`src/rtl/mips_pkg.sv`:
```
// Shared types and constants for the MIPS front end.
// The fetch FSM encoding is fixed so that the state can be probed from legacy tooling.
package mips_pkg;

  localparam int unsigned INSTR_W = 32;
  localparam logic [INSTR_W-1:0] HALT_WORD_DEFAULT = 32'hFFFF_FFFF;

  typedef enum logic [1:0] {
    FS_IDLE    = 2'd0,
    FS_FETCH   = 2'd1,
    FS_DELIVER = 2'd2,
    FS_HALTED  = 2'd3
  } fetch_state_t;

  // Instruction fetches are word aligned; the two low address bits never reach memory.
  function automatic logic [31:0] word_align32(input logic [31:0] addr);
    return {addr[31:2], 2'b00};
  endfunction

endpackage

```
`src/rtl/pc_reg.sv`:
```
// Program counter: async reset to RESET_PC, parallel load, increment by STEP.
// Load wins over increment so a redirect can never be lost to a same-cycle ack.
module pc_reg #(
  parameter int unsigned      WIDTH    = 32,
  parameter logic [WIDTH-1:0] RESET_PC = '0,
  parameter logic [WIDTH-1:0] STEP     = WIDTH'(4)
) (
  input  logic             clk,
  input  logic             rst,
  input  logic             load_i,
  input  logic [WIDTH-1:0] load_val_i,
  input  logic             inc_i,
  output logic [WIDTH-1:0] pc_o
);

  logic [WIDTH-1:0] pc_q;
  logic [WIDTH-1:0] pc_d;

  // NOTE: every variable assigned in always_comb gets a default first so no latch is inferred.
  always_comb begin
    pc_d = pc_q;
    if (load_i) begin
      pc_d = load_val_i;
    end else if (inc_i) begin
      pc_d = pc_q + STEP;
    end
  end

  // NOTE: sequential state uses non-blocking assignments so all registers update together.
  always_ff @(posedge clk or posedge rst) begin
    if (rst) begin
      pc_q <= RESET_PC;
    end else begin
      pc_q <= pc_d;
    end
  end

  assign pc_o = pc_q;

endmodule

```
`src/rtl/fetch_ctrl.sv`:
```
// Instruction-fetch sequencer: owns the PC, fetches words over req/ack and
// hands them to decode over valid/ready, with redirect, stall and halt handling.
module fetch_ctrl
  import mips_pkg::*;
#(
  parameter int unsigned        WIDTH     = 32,
  parameter logic [WIDTH-1:0]   RESET_PC  = '0,
  parameter int unsigned        STEP      = 4,
  parameter logic [INSTR_W-1:0] HALT_WORD = HALT_WORD_DEFAULT
) (
  input  logic               clk,
  input  logic               rst,
  input  logic               start,
  input  logic               stall,
  input  logic               redirect_valid,
  input  logic [WIDTH-1:0]   redirect_pc,
  output logic               imem_req,
  output logic [WIDTH-1:0]   imem_addr,
  input  logic               imem_ack,
  input  logic [INSTR_W-1:0] imem_rdata,
  output logic               instr_valid,
  output logic [INSTR_W-1:0] instr,
  output logic [WIDTH-1:0]   instr_pc,
  input  logic               instr_ready,
  output logic               busy,
  output logic               halted
);

  fetch_state_t state_q, state_d;

  logic [INSTR_W-1:0] instr_q, instr_d;
  logic [WIDTH-1:0]   instr_pc_q, instr_pc_d;
  logic [WIDTH-1:0]   pc;

  logic st_idle, st_fetch, st_deliver, st_halted;
  logic redirect_take, start_take, ack_take, accept, accept_halt;
  logic pc_load, pc_inc;
  logic [WIDTH-1:0] pc_load_val;
  logic [WIDTH-1:0] redirect_target;
  logic redirect_lsb_unused;

  assign st_idle    = (state_q == FS_IDLE);
  assign st_fetch   = (state_q == FS_FETCH);
  assign st_deliver = (state_q == FS_DELIVER);
  assign st_halted  = (state_q == FS_HALTED);

  assign redirect_target     = {redirect_pc[WIDTH-1:2], 2'b00};
  assign redirect_lsb_unused = ^redirect_pc[1:0];

  // Redirect outranks stall; stall outranks a normal ack or acceptance.
  assign redirect_take = redirect_valid & (st_fetch | st_deliver);
  assign start_take    = start & (st_idle | st_halted);
  assign ack_take      = st_fetch & imem_ack & ~stall & ~redirect_valid;
  assign accept        = st_deliver & instr_ready & ~stall & ~redirect_valid;
  assign accept_halt   = accept & (instr_q == HALT_WORD);

  always_comb begin
    state_d = state_q;
    unique case (state_q)
      FS_IDLE: begin
        if (start_take) state_d = FS_FETCH;
      end
      FS_FETCH: begin
        if (redirect_take)  state_d = FS_FETCH;
        else if (ack_take)  state_d = FS_DELIVER;
      end
      FS_DELIVER: begin
        if (redirect_take)     state_d = FS_FETCH;
        else if (accept_halt)  state_d = FS_HALTED;
        else if (accept)       state_d = FS_FETCH;
      end
      FS_HALTED: begin
        if (start_take) state_d = FS_FETCH;
      end
      default: state_d = FS_IDLE;
    endcase
  end

  always_comb begin
    instr_d    = instr_q;
    instr_pc_d = instr_pc_q;
    if (ack_take) begin
      instr_d    = imem_rdata;
      instr_pc_d = pc;
    end
  end

  assign pc_load     = redirect_take | start_take;
  assign pc_load_val = redirect_take ? redirect_target : RESET_PC;
  assign pc_inc      = ack_take;

  pc_reg #(
    .WIDTH    (WIDTH),
    .RESET_PC (RESET_PC),
    .STEP     (WIDTH'(STEP))
  ) u_pc_reg (
    .clk        (clk),
    .rst        (rst),
    .load_i     (pc_load),
    .load_val_i (pc_load_val),
    .inc_i      (pc_inc),
    .pc_o       (pc)
  );

  always_ff @(posedge clk or posedge rst) begin
    if (rst) begin
      state_q    <= FS_IDLE;
      instr_q    <= '0;
      instr_pc_q <= '0;
    end else begin
      state_q    <= state_d;
      instr_q    <= instr_d;
      instr_pc_q <= instr_pc_d;
    end
  end

  assign imem_req    = st_fetch & ~stall;
  assign imem_addr   = pc;
  assign instr_valid = st_deliver;
  assign instr       = instr_q;
  assign instr_pc    = instr_pc_q;
  assign busy        = st_fetch | st_deliver;
  assign halted      = st_halted;

endmodule
```
`config.mk`:
```
export PLATFORM = sky130hd
export DESIGN_NAME = fetch_ctrl
export DESIGN_NICKNAME = d
export VERILOG_FILES = /design/src/rtl/mips_pkg.sv /design/src/rtl/pc_reg.sv /design/src/rtl/fetch_ctrl.sv
export SDC_FILE = /design/constraint.sdc
export NUM_CORES = 1
export LEC_CHECK = 0
export ABC_AREA = 1
export CORE_UTILIZATION = 41
export DETAILED_ROUTE_END_ITERATION = 10
export GPL_TIMING_DRIVEN = 1
export HOLD_SLACK_MARGIN = 0.15
export PLACE_DENSITY_LB_ADDON = 0.15
export SLEW_MARGIN = 0
export SYNTH_ARGS = -nofsm -noshare
export SYNTH_HDL_FRONTEND = slang
export SYNTH_SLANG_ARGS = --single-unit
```
`constraint.sdc`:
```
create_clock -name clk -period 3.2 [get_ports clk]
set_clock_uncertainty 0.1 [all_clocks]
set_input_delay 0.64 -clock clk [delete_from_list [all_inputs] [get_ports clk]]
set_output_delay 0.64 -clock clk [all_outputs]
set_load 0.01 [all_outputs]
```
---- Word-level counts from Yosys, hierarchy flattened ----
Index checks and enable logic that the tools add are counted.
storage, ports and cells
  register bits after elaboration ......... 98
  input bits .............................. 71
  output and inout port bits .............. 100
  logic and storage cells ................. 41
operators by class
  $add $sub $neg .......................... 1
  equality and inequality tests ........... 7
  multiplexer cells ....................... 10
  bitwise logic cells ..................... 15
  reductions and logical operators ........ 4
operators by type and width
  cell                                            count
  2-to-1 mux 32 bit                               3
  adder 32 x 3 -> 32 bit (second input constant)  1
  == test 32 bit (second input constant)          1
  2-to-1 mux 2 bit                                6
  bitwise AND 1 bit                               10
  case mux 2 bit (3 select lines)                 1
  == test 2 bit (second input constant)           2
  != test 4 x 1 -> 1 bit (second input constant)  1
  != test 3 x 1 -> 1 bit (second input constant)  1
  OR 1 bit                                        3
  AND reduction 3 bit                             1
  == test 2 x 1 -> 1 bit (second input constant)  1
  logical NOT 2 bit                               1
  != test 2 x 1 -> 1 bit (second input constant)  1
  inverter 1 bit                                  2
  nonzero test 2 bit                              1
  OR reduction 2 bit                              1

---- Depth between registers and ports, before layout ----
Gate-level depths: netlist (run 1).
  word-level depth ........................ 8
  mapped depth ............................ 11

---- Hierarchy ----
From an unflattened synthesis (run 1), not the netlist that was laid out.
unflattened totals
  cells, all modules ...................... 720
  area, all modules ....................... 5,246.3 um2
modules (own cells, without submodules)
  module      times used  cells each  area an instance (um2)
  fetch_ctrl  1           407         3,045.4
  pc_reg      1           313         2,200.9

---- Worst setup path before layout (run 1) ----
OpenSTA, ideal clock, no wires.
  path type ............................... register to register
  start point ............................. register state_q[0]
  end point ............................... register u_pc_reg.pc_q[16] (netlist: u_pc_reg.pc_o[16])
  arrival ................................. 1.522 ns
  data required time ...................... 2.972 ns
  path slack .............................. 1.450 ns
  stages on the path, launching flop included .. 9
  buffers on the path ..................... 1
  period minus slack after synthesis ...... 1.750 ns
  cell sequence ........................... dfrtp_1 > inv_1 > ha_1 > inv_2 > o21ai_2 > buf_2 > nor2_1 > a22oi_1 > o21ai_0
between the ends
  cells in the longest elaborated chain, start to end .. 5
  elaborated cells between the ends (all ways) .. 15
RTL lines
  what                                                     RTL line                            source
  from (decl)                                              fetch_ctrl.sv:29                    fetch_state_t state_q, state_d;
  from (signal assigned)                                   fetch_ctrl.sv:111                   state_q <= state_d;
  == test 2 x 1 -> 1 bit or == test 2 bit (tied branches)  fetch_ctrl.sv:43, fetch_ctrl.sv:44
  OR 1 bit (*)                                             -
  net busy                                                 fetch_ctrl.sv:25                    output logic busy,
  bitwise AND 1 bit (*)                                    fetch_ctrl.sv:51                    assign redirect_take = redirect_valid & (st_fetch | st_deliver);
  2-to-1 mux 32 bit or OR 1 bit (tied branches)            fetch_ctrl.sv:89, fetch_ctrl.sv:88
  2-to-1 mux 32 bit or nonzero test 2 bit (tied branches)  -
  to (signal assigned)                                     pc_reg.sv:34                        pc_q <= pc_d;
  to (decl)                                                pc_reg.sv:16                        logic [WIDTH-1:0] pc_q;
The timed path passes the listed nets; every way through them passes the cells marked *.
A chain may end at the register's enable or synchronous reset.

---- Worst setup path after layout (run 1) ----
  start point ............................. register state_q[0]
  end point ............................... output busy
between the ends
  cells in the longest elaborated chain, start to end .. 2
  elaborated cells between the ends (all ways) .. 3
RTL lines
  what                                                     RTL line                            source
  == test 2 x 1 -> 1 bit or == test 2 bit (tied branches)  fetch_ctrl.sv:43, fetch_ctrl.sv:44
  OR 1 bit (*)                                             fetch_ctrl.sv:122                   assign busy = st_fetch | st_deliver;
  to (decl)                                                fetch_ctrl.sv:25
Every way passes the cells marked *; elsewhere a longest branch is shown, timed or not.

==> flow_metrics.py, run 1 <==
metrics = {
    "worst_setup_path": {
        "critPathLaunch": "state_q[0]$_DFFE_PP0P_",
        "crit_buf_inv": 3,
        "reg2reg_from": "state_q[0]$_DFFE_PP0P_",
        "path_class": "reg2out",
        "cp.arrival_ps": 1790,
        "path_delay_family": "buffers and inverters",
        "start_kind": "register",
        "crit_fanout": 5,
        "critical_path.cell_chain": "inv_1 > ha_1 > inv_2 > clkdlybuf4s50_1",
        "required_ps": 2460,
        "crit_path_end_kind": "output port",
        "slowest_delay_ps": 550,
        "crit_slowest_cell": "clkdlybuf4s50_1",
    },
    "clock_tree": {
        "post_cts_resized": 0,
        "clk_latency_ps": 340,
        "clk_pin_slew_ps": 70,
        "postCtsSetupRepairBufs": 0,
        "htreeDepth": 3,
        "root_buffer": "clkbuf_16",
        "cts_sinks": 94,
        "cts_hold_buf": 0,
        "clock_path_buffers": 2,
        "cts_buffers": 9,
        "tritoncts": "built",
    },
    "cells_and_area": {
        "seq_area_um2": 2350,
        "fin_nets": 878,
        "final_layout_size_suffix_gt1_share_pct": 8.06,
        "fill_cells": 1051,
        "instances_no_fill": 949,
        "area_growth_pct": 42.6,
        "post-route-util_pct": 60.5,
        "multi_input_area_um2": 2200,
        "final_area_um2": 6940,
        "antenna_cells": 0,
    },
    "run": {
        "drv_cap": 0,
    },
    "placement": {
        "portBuffers": 164,
        "placed_area_um2": 6640,
        "dp_cells": 934,
        "gp_congestion": 0.880,
        "dp_hpwl_um": 10000,
    },
    "synthesis": {
        "synth.top_cell.area_share_pct": 48.4,
        "synth_top_family_by_area": "simple AND/OR/NAND/NOR gates",
        "postSynthAreaPerCell_um2": 7.54,
        "synth_xor_area_share_pct": 0.721,
        "synthMuxAreaShare_pct": 0,
        "synth.area.top_cells": "dfrtp_1 48%, nand2_1 19%, a21oi_1 4.7%",
        "yosys_warnings": 0,
        "yosysTopAreaCell": "dfrtp_1",
        "netlist_area_um2": 4860,
        "synth-simple-area-share_pct": 32.5,
        "synthDistinctLibCells": 33,
        "yosysSeqAreaShare_pct": 48.4,
        "synthAdderAreaFrac_pct": 1.29,
        "synth_compound_area_share_pct": 10.5,
        "synth_cells": 645,
        "ys_ff_latch": 94,
    },
    "die": {
        "boundaryPins": 171,
        "rows": 39,
        "fp.dieH_um": 111,
        "die-area_um2": 12300,
        "initial_core_util_pct": 42.4,
        "core_um2": 11500,
        "die-width_um": 111,
    },
    "power_and_ir_drop": {
        "comb_power_share_pct": 50.9,
        "p_int_mw": 4.17,
        "clkPwrFrac_pct": 15.5,
        "p_total_mw": 7.08,
        "p_per_area_nw_per_um2": 1020,
        "seq_power_share_pct": 33.7,
        "power.leakage_nw": 3.16,
        "ir_worst_vdd_mv": 0.475,
        "p_switching_mw": 2.90,
        "sw_frac_of_total_pct": 41.0,
    },
    "worst_hold_path": {
        "hp-class": "reg2reg",
        "hold_path_startpoint": "instr_pc[17]$_DFFE_PP0P_",
    },
    "sta": {
        "maxSlewViolCount": 0,
        "rsz0062_at_grt": "false",
        "finalCritPeriodShare_pct": 79.1,
        "fmaxAchievable_mhz": 395,
        "finalHoldViolations": 0,
        "tns_ps": 0,
        "tightest_slew_ps": 616,
        "period_minus_slack_ps": 2530,
        "slew-limit-headroom_pct": 58.9,
        "setup_violations": 0,
    },
    "drt": {
        "dr.pass1.iters": 5,
        "drt_iter0_drc": 211,
        "avgRoutedWirePerCell_um": 14.9,
        "ant_nets": 0,
        "drc": 0,
        "via_per_inst": 4.99,
        "finalWirelength_um": 14100,
        "num_vias": 4735,
    },
    "status": {
        "status": "completed",
    },
    "grt": {
        "grt_max_degree": 81,
        "grt_overflow": 0,
        "antenna_found_initial": 0,
        "grt_usage_pct": 23.4,
        "grt_first_pass_wirelength_um": 23100,
        "grt_pass1_vias": 4535,
    },
}
[cell families (layout without fill, tap and decap cells)]
logic type | count (synthesis) | after routing
AO/OA/AOI/OAI | 94 | 94
XOR/XNOR | 4 | 4
flip-flops | 94 | 94
other | 1 | 4
AND/OR/NAND/NOR | 374 | 374
adder cells (fa/ha/maj) | 5 | 5
buffers and inverters | 73 | 231
[final cells by class]
type	count	area share [%]
Sequential cell	94	33.9
Inverter	45	2.47
Tap cell	143	2.58
Clock inverter	5	0.830
Clock buffer	10	3.45
Multi-Input combinational cell	481	31.8
Timing Repair Buffer	171	25.0
[worst reg2reg max path, delay by kind of cell (launching register included)]
kind | cells | cell delay, ps
AO/OA/AOI/OAI | 2 | 130
flip-flops | 1 | 430
buffers and inverters | 3 | 410
AND/OR/NAND/NOR | 3 | 690
adder cells (fa/ha/maj) | 1 | 310
[cell usage in the layout, fill, tap and decap left out, drive strengths merged]
| cell type | synthesis | routed |
|---|---|---|
| a21boi | 1 | 1 |
| a21o | 1 | 1 |
| a21oi | 47 | 47 |
| a22oi | 8 | 8 |
| and2 | 1 | 1 |
| buf | 19 | 7 |
| bufinv | 0 | 1 |
| clkbuf | 9 | 10 |
| clkdlybuf4s50 | 0 | 164 |
| clkinv | 1 | 3 |
| conb | 1 | 4 |
| dfrtp | 94 | 94 |
| ha | 5 | 5 |
| inv | 44 | 46 |
| nand2 | 261 | 261 |
| nand3 | 30 | 30 |
| nand4 | 6 | 6 |
| nor2 | 70 | 70 |
| nor3 | 5 | 5 |
| nor3b | 1 | 1 |
| o211ai | 2 | 2 |
| o21a | 1 | 1 |
| o21ai | 34 | 34 |
| xor2 | 4 | 4 |
[power by group through the flow]
stage,logic [mW],registers [mW],clock network [mW]
after floorplan,1.65,2.54,0
after global placement,3.54,2.37,0
after detailed placement,3.62,2.39,0
after CTS,3.63,2.38,1.12
after global routing,3.95,2.48,1.17
final,3.60,2.38,1.09
[synthesized netlist by cell type]
cell	count
nor2_1	51
a21o_1	1
nor3_1	4
nand3_2	1
nor3_2	1
buf_6	1
inv_2	7
buf_4	5
o21ai_1	1
nand4_1	6
buf_2	13
inv_1	37
clkinv_1	1
ha_1	5
a21oi_2	1
nand3_1	29
dfrtp_1	94
nor3b_1	1
a21oi_1	46
and2_1	1
nor2_4	5
nor2_2	14
o21ai_2	1
o21a_1	1
nand2_2	12
a22oi_1	8
conb_1	1
o21ai_0	32
o211ai_1	2
xor2_1	4
a21boi_0	1
clkbuf_1	9
nand2_1	249
[metal layers]
layer / vias up / GRT usage, % / routed length, um
li1: 2348 / - / -
met4: 0 / 6.22 / 146
met1: 2226 / 31.2 / 6520
met2: 152 / 39.6 / 6760
met5: - / 0 / 0
met3: 9 / 3.72 / 695
[final timing paths]
kind / endpoint / slack, ps / cells past startpoint
setup / recovery: busy / 670 / 4
hold / removal: instr_pc[17]$_DFFE_PP0P_ / 380 / 2
setup reg to reg: u_pc_reg.pc_o[29]$_DFFE_PP0P_ / 1020 / 9
hold reg to reg: instr_pc[17]$_DFFE_PP0P_ / 380 / 2
max in group asynchronous: instr[0]$_DFFE_PP0P_ / 1720 / 3
min in group asynchronous: u_pc_reg.pc_o[3]$_DFFE_PP0P_ / 640 / 2
[registers in the layout, summed over array words and instances (netlist names)]
register / cells
u_pc_reg.pc_o: 30
instr_pc: 30
state_q: 2
instr: 32
[metrics by stage]
stage	worst slack [ps]	hold slack [ps]
5_1_grt	591	404
3_3_place_gp	706	358
2_1_floorplan	11.3	409
3_5_place_dp	695	364
4_1_cts	666	381
6_report	667	380
(Power assumes the default switching activity.)
==> run 2: changes to the inputs <==
Clock period 3.2 ns to 2.1 ns, I/O delays scaled along.
==> run 2 against run 1 <==
Against the previous run:
- combinational power up 59%
- utilization up 1.3 points
- setup slack worse by 580 ps
- hold slack worse by 42 ps
- design area up 2.1%
- sequential share of layout area down 0.71 points
- die area unchanged
- first-iteration DRC count up 28%
==> flow_metrics.py, run 2 (synthesis gave the netlist of run 1 again) <==
metrics = {
    "die": {
        "fp.dieH_um": 111,
        "boundaryPins": 171,
        "die-width_um": 111,
        "die-area_um2": 12300,
        "rows": 39,
        "core_um2": 11500,
        "initial_core_util_pct": 42.4,
    },
    "sta": {
        "holdWs_ps": 339,
        "finalHoldViolations": 0,
        "postLayoutSetupSlackWorst_ps": 85.8,
        "setup_violations": 0,
        "fmaxAchievable_mhz": 496,
        "rsz0062_at_grt": "false",
        "finalCritPeriodShare_pct": 95.9,
        "maxSlewViolCount": 0,
        "period_minus_slack_ps": 2010,
        "tns_ps": 0,
    },
    "placement": {
        "gp_congestion": 0.899,
        "portBuffers": 164,
        "dpl_worst_slack_ps": 41.1,
        "dp_hpwl_um": 10400,
    },
    "clock_tree": {
        "cts_buffers": 9,
        "root_buffer": "clkbuf_16",
        "htreeDepth": 3,
        "cts_hold_buf": 0,
        "clk_latency_ps": 340,
        "cts_sinks": 94,
        "tritoncts": "built",
        "clk_pin_slew_ps": 70,
        "clock_path_buffers": 2,
    },
    "worst_setup_path": {
        "path_class": "reg2out",
        "crit_cells": 1,
        "rr_worst_depth": 8,
        "crit_fanout": 6,
        "start_kind": "register",
        "required_ps": 1580,
        "crit_slowest_cell": "clkdlybuf4s50_1",
        "cp.arrival_ps": 1490,
        "crit_buf_inv": 1,
        "critical_path.cell_chain": "clkdlybuf4s50_1",
        "slowest_delay_ps": 640,
        "path_delay_family": "buffers and inverters",
        "crit_path_end_kind": "output port",
    },
    "drt": {
        "ant_nets": 0,
        "num_vias": 4784,
        "drt_iter0_drc": 270,
        "dr.pass1.iters": 5,
        "finalWirelength_um": 14100,
        "via_per_inst": 4.98,
        "drc": 0,
        "avgRoutedWirePerCell_um": 14.7,
    },
    "cells_and_area": {
        "final_layout_size_suffix_gt1_share_pct": 9.41,
        "multi_input_area_um2": 2220,
        "layout_commonest_cell": "nand2_1",
        "largest_register_ffs": 32,
        "fill_cells": 1047,
        "final_cell_mix": "249 x nand2_1, 160 x clkdlybuf4s50_1, 94 x dfrtp_1",
        "seq_area_um2": 2350,
        "area_growth_pct": 45.7,
        "antenna_cells": 0,
        "fin_nets": 889,
    },
    "grt": {
        "grt_first_pass_wirelength_um": 23200,
        "antenna_found_initial": 0,
        "grt_pass1_vias": 4637,
        "grt_max_degree": 42,
        "grt_usage_pct": 23.6,
        "grt_overflow": 0,
    },
    "power_and_ir_drop": {
        "p_per_area_nw_per_um2": 1560,
        "ir_worst_vdd_mv": 0.706,
        "p_total_mw": 11.0,
        "power.leakage_nw": 3.25,
    },
    "run": {
        "drv_cap": 0,
    },
    "worst_hold_path": {
        "hp-class": "in2async",
    },
    "status": {
        "status": "completed",
    },
}
[run 2: layout make-up]
cell class / instances / share of cell area, %
well taps: 143 / 2.53
multi-input cells: 481 / 31.3
clock inverters: 5 / 0.812
flip-flops and latches: 94 / 33.2
clock buffers: 11 / 3.43
inverters: 45 / 2.44
repair buffers: 182 / 26.3
[run 2: layer usage]
metal  global-route usage, %  up-vias  wire [um]
li1                        -     2376          -
met2                    37.8      178       6520
met4                    9.69        0        278
met1                    32.0     2210       6510
met3                    3.83       20        790
met5                       0        -          0
[run 2: repair_timing]
item | 4_1_cts | 5_1_grt
endpoints found under the setup margin | 3 | 3
buffers inserted | 3 | 1
resized for setup | 4 | 2
[run 2: metrics by stage]
step / util (%) / instance area, um2 / instances
2_1_floorplan: - / 4880 / 648
3_3_place_gp: 58.8 / 6740 / 941
3_5_place_dp: 58.8 / 6740 / 941
4_1_cts: 61.6 / 7060 / 960
5_1_grt: 61.8 / 7080 / 961
6_report: 61.8 / 7080 / 961
[run 2: final timing paths]
| path | slack (ps) | start | to |
|---|---|---|---|
| max | 90 | u_pc_reg.pc_o[12]$_DFFE_PP0P_ | imem_addr[12] |
| min | 340 | rst | instr_pc[5]$_DFFE_PP0P_ |
| max reg2reg | 190 | state_q[0]$_DFFE_PP0P_ | u_pc_reg.pc_o[28]$_DFFE_PP0P_ |
| min reg2reg | 380 | instr_pc[13]$_DFFE_PP0P_ | instr_pc[13]$_DFFE_PP0P_ |
| max in group asynchronous | 1050 | rst | u_pc_reg.pc_o[27]$_DFFE_PP0P_ |
| min in group clk | 380 | instr_pc[13]$_DFFE_PP0P_ | instr_pc[13]$_DFFE_PP0P_ |
[run 2: report_power, final]
part | total, mW | internal, mW | switching, mW | leakage (nW)
combinational | 5.72 | 2.87 | 2.84 | 1.94
sequential | 3.63 | 2.72 | 0.913 | 1.16
clock | 1.68 | 0.959 | 0.718 | 0.150
==> run 3: changes to the inputs <==
Settings changed: CTS_CLUSTER_SIZE from default to 25.
==> results of run 3 <==
The final DEF is identical to that of run 2; final timing and power are the same.
==> RTL change: new RTL, settings of run 3 <==
`INSTR_W`: 32 -> 64.
--- a/src/rtl/mips_pkg.sv
+++ b/src/rtl/mips_pkg.sv
@@ -3,5 +3,5 @@
 package mips_pkg;
 
-  localparam int unsigned INSTR_W = 32;
+  localparam int unsigned INSTR_W = 64;
   localparam logic [INSTR_W-1:0] HALT_WORD_DEFAULT = 32'hFFFF_FFFF;
 
Ports: changed (resized imem_rdata and instr); port bits go from 171 to 235. The function was not compared with the original's and may differ.
==> RTL change against run 3 <==
The flow now finishes with violations (DRC). Final cell count up 31%. Register-to-register slack worse by 0.03 ns. Power up 28%. Synthesized cell count up 27%. Maximum frequency about the same. Hold slack better by 0.041 ns. Sequential cell count up 32. Area after synthesis up 27%. Clock power up 70%. Design area up 33%. Setup slack about the same. Sequential power up 27%. Critical path depth unchanged. Wire length up 32%. Critical path type unchanged. Highest routed layer unchanged.
==> RTL change: results (changes against run 3) <==
* Hpwl dp at 13400 um (+29%)
* Largest net degree at the start of global routing at 92 (+120%)
* Drt first pass iters at 8 (+3)
* Port bufs at 228 (+39%)
* Post-DP Area at 8780 sq um (+30%)
* Yosys cell types at 30 (-9.1%)
* Clock Tree Buf Depth at 2 (unchanged)
* Leakage power at 4.32 nW (+33%)
* H-tree lvl count at 4 (+1)
* Via density at 4.89 (-1.7%)
* CTS buffer count at 17 (+8)
* Vias in the first global route at 5949 (+28%)
* Post-DR wirelength/cell at 14.8 um (+0.70%)
* Global-route wire length before repair at 30000 um (+29%)
* Worst skew pair latency at 0.41 ns (+0.07 ns)
* Outcome: complete, but fails checks
* Post-synthesis sequential area ratio at 51.0% (+2.6 points)
* Post-Syn Instances at 822 (+27%)
* Worst min path class: reg2reg
* Setup slack at placement at -0.0803 ns (-0.121 ns)
* Post-route DRC at 24 (+24)
* Antenna violations before repair at 1 (+1)
* CTS clk-pin slew, worst paths at 0.05 ns (-0.02 ns)
* GP Congestion at 0.885 (-1.6%)
* Share of layout cells above drive strength 1 at 7.70% (-1.7 points)
* Critical Path Fanout Max at 6 (unchanged)
* Non-Filler Instances at 1262 (+31%)
* Top cell family by delay on the critical path: buffers and inverters
* Top area cells in the synthesized netlist: dfrtp_1, nand2_1, nor2_1
* Hold-critical path depth at 2
* Max reg flops at 64 (+100%)
* Post-synth top cells: nand2_1, dfrtp_1, nor2_1
* CP peak stage delay at 0.61 ns (-0.03 ns)
* Total GRT Usage at 24.5% (+0.84 points)
* Nets at 1174 (+32%)
* Peak supply drop at 0.788 mV (+12%)
* Cells on worst reg2reg path at 9 (+1)
* DR iter-0 viols at 375 (+39%)
* Failing checks: DRC
[RTL change: cell types whose count changed after synthesis, moves of 8 or more]
cell	change
dfrtp_1	+32
inv_1	+12
nand2_1	+102
nand2_2	-8
nor2_1	+30
o21ai_0	+12
[RTL change: final timing paths]
path                                                    start                           end  slack [ns]
min in group asynchronous                                 rst          instr[2]$_DFFE_PP0P_        0.40
worst max-delay path            u_pc_reg.pc_o[10]$_DFFE_PP0P_                 imem_addr[10]        0.09
worst max register to register         state_q[1]$_DFFE_PP0P_  u_pc_reg.pc_o[7]$_DFFE_PP0P_        0.16
worst min-delay path                 instr_pc[25]$_DFFE_PP0P_      instr_pc[25]$_DFFE_PP0P_        0.38
max in group asynchronous                                 rst  u_pc_reg.pc_o[7]$_DFFE_PP0P_        1.10
worst min register to register       instr_pc[25]$_DFFE_PP0P_      instr_pc[25]$_DFFE_PP0P_        0.38
[RTL change: report_power, final]
| group | switching (mW) | leakage, nW | total [mW] | internal [mW] |
|---|---|---|---|---|
| clock | 1.03 | 0.281 | 2.86 | 1.83 |
| sequential | 1.05 | 1.58 | 4.60 | 3.55 |
| combinational | 3.23 | 2.46 | 6.60 | 3.38 |
| total | 5.31 | 4.32 | 14.1 | 8.75 |
[RTL change: worst register-to-register path: cells and delay by family, from the launching register on]
kind / cells / cell delay [ns]
buf+inv: 3 / 0.42
simple gates: 2 / 0.14
flops: 1 / 0.41
compound gates: 3 / 0.42
fa+ha+maj: 1 / 0.34
[RTL change: metrics by stage]
stage	utilization, %	TNS, ns
6_report	64.2	0
3_3_place_gp	59.9	-0.0874
3_5_place_dp	59.9	-0.159
2_1_floorplan	-	0
4_1_cts	63.8	0
5_1_grt	64.2	0
[RTL change: logic make-up (layout without fill, tap and decap cells)]
family | after synthesis | after routing | share of synthesized area, %
simple gates | 496 | 496 | 32.3
flops | 126 | 126 | 51.0
compound gates | 104 | 104 | 9.16
buf+inv | 88 | 341 | 6.23
fa+ha+maj | 5 | 5 | 1.01
xor+xnor | 2 | 2 | 0.283
other cells | 1 | 4 | 0.0606
[RTL change: final cells by class]
type | count | area [sq um]
multi-input cells | 611 | 2670
fillers | 1261 | 5250
clock inverters | 6 | 83.8
clock buffers | 25 | 485
repair buffers | 257 | 2570
well taps | 184 | 230
inverters | 53 | 205
flip-flops and latches | 126 | 3150
[RTL change: layer usage]
| layer | up-vias | GRT usage (%) | wire length [um] |
|---|---|---|---|
| met2 | 223 | 39.6 | 8870 |
| li1 | 3079 | - | - |
| met5 | - | 0 | 0 |
| met1 | 2853 | 30.9 | 8020 |
| met4 | 0 | 8.39 | 250 |
| met3 | 18 | 7.69 | 1500 |
[RTL change: timing repair]
action,CTS,global route
pin swaps,0,1
cloned,0,1
setup buffers,1,3
resized for setup,5,7
endpoints found under the setup margin,5,21
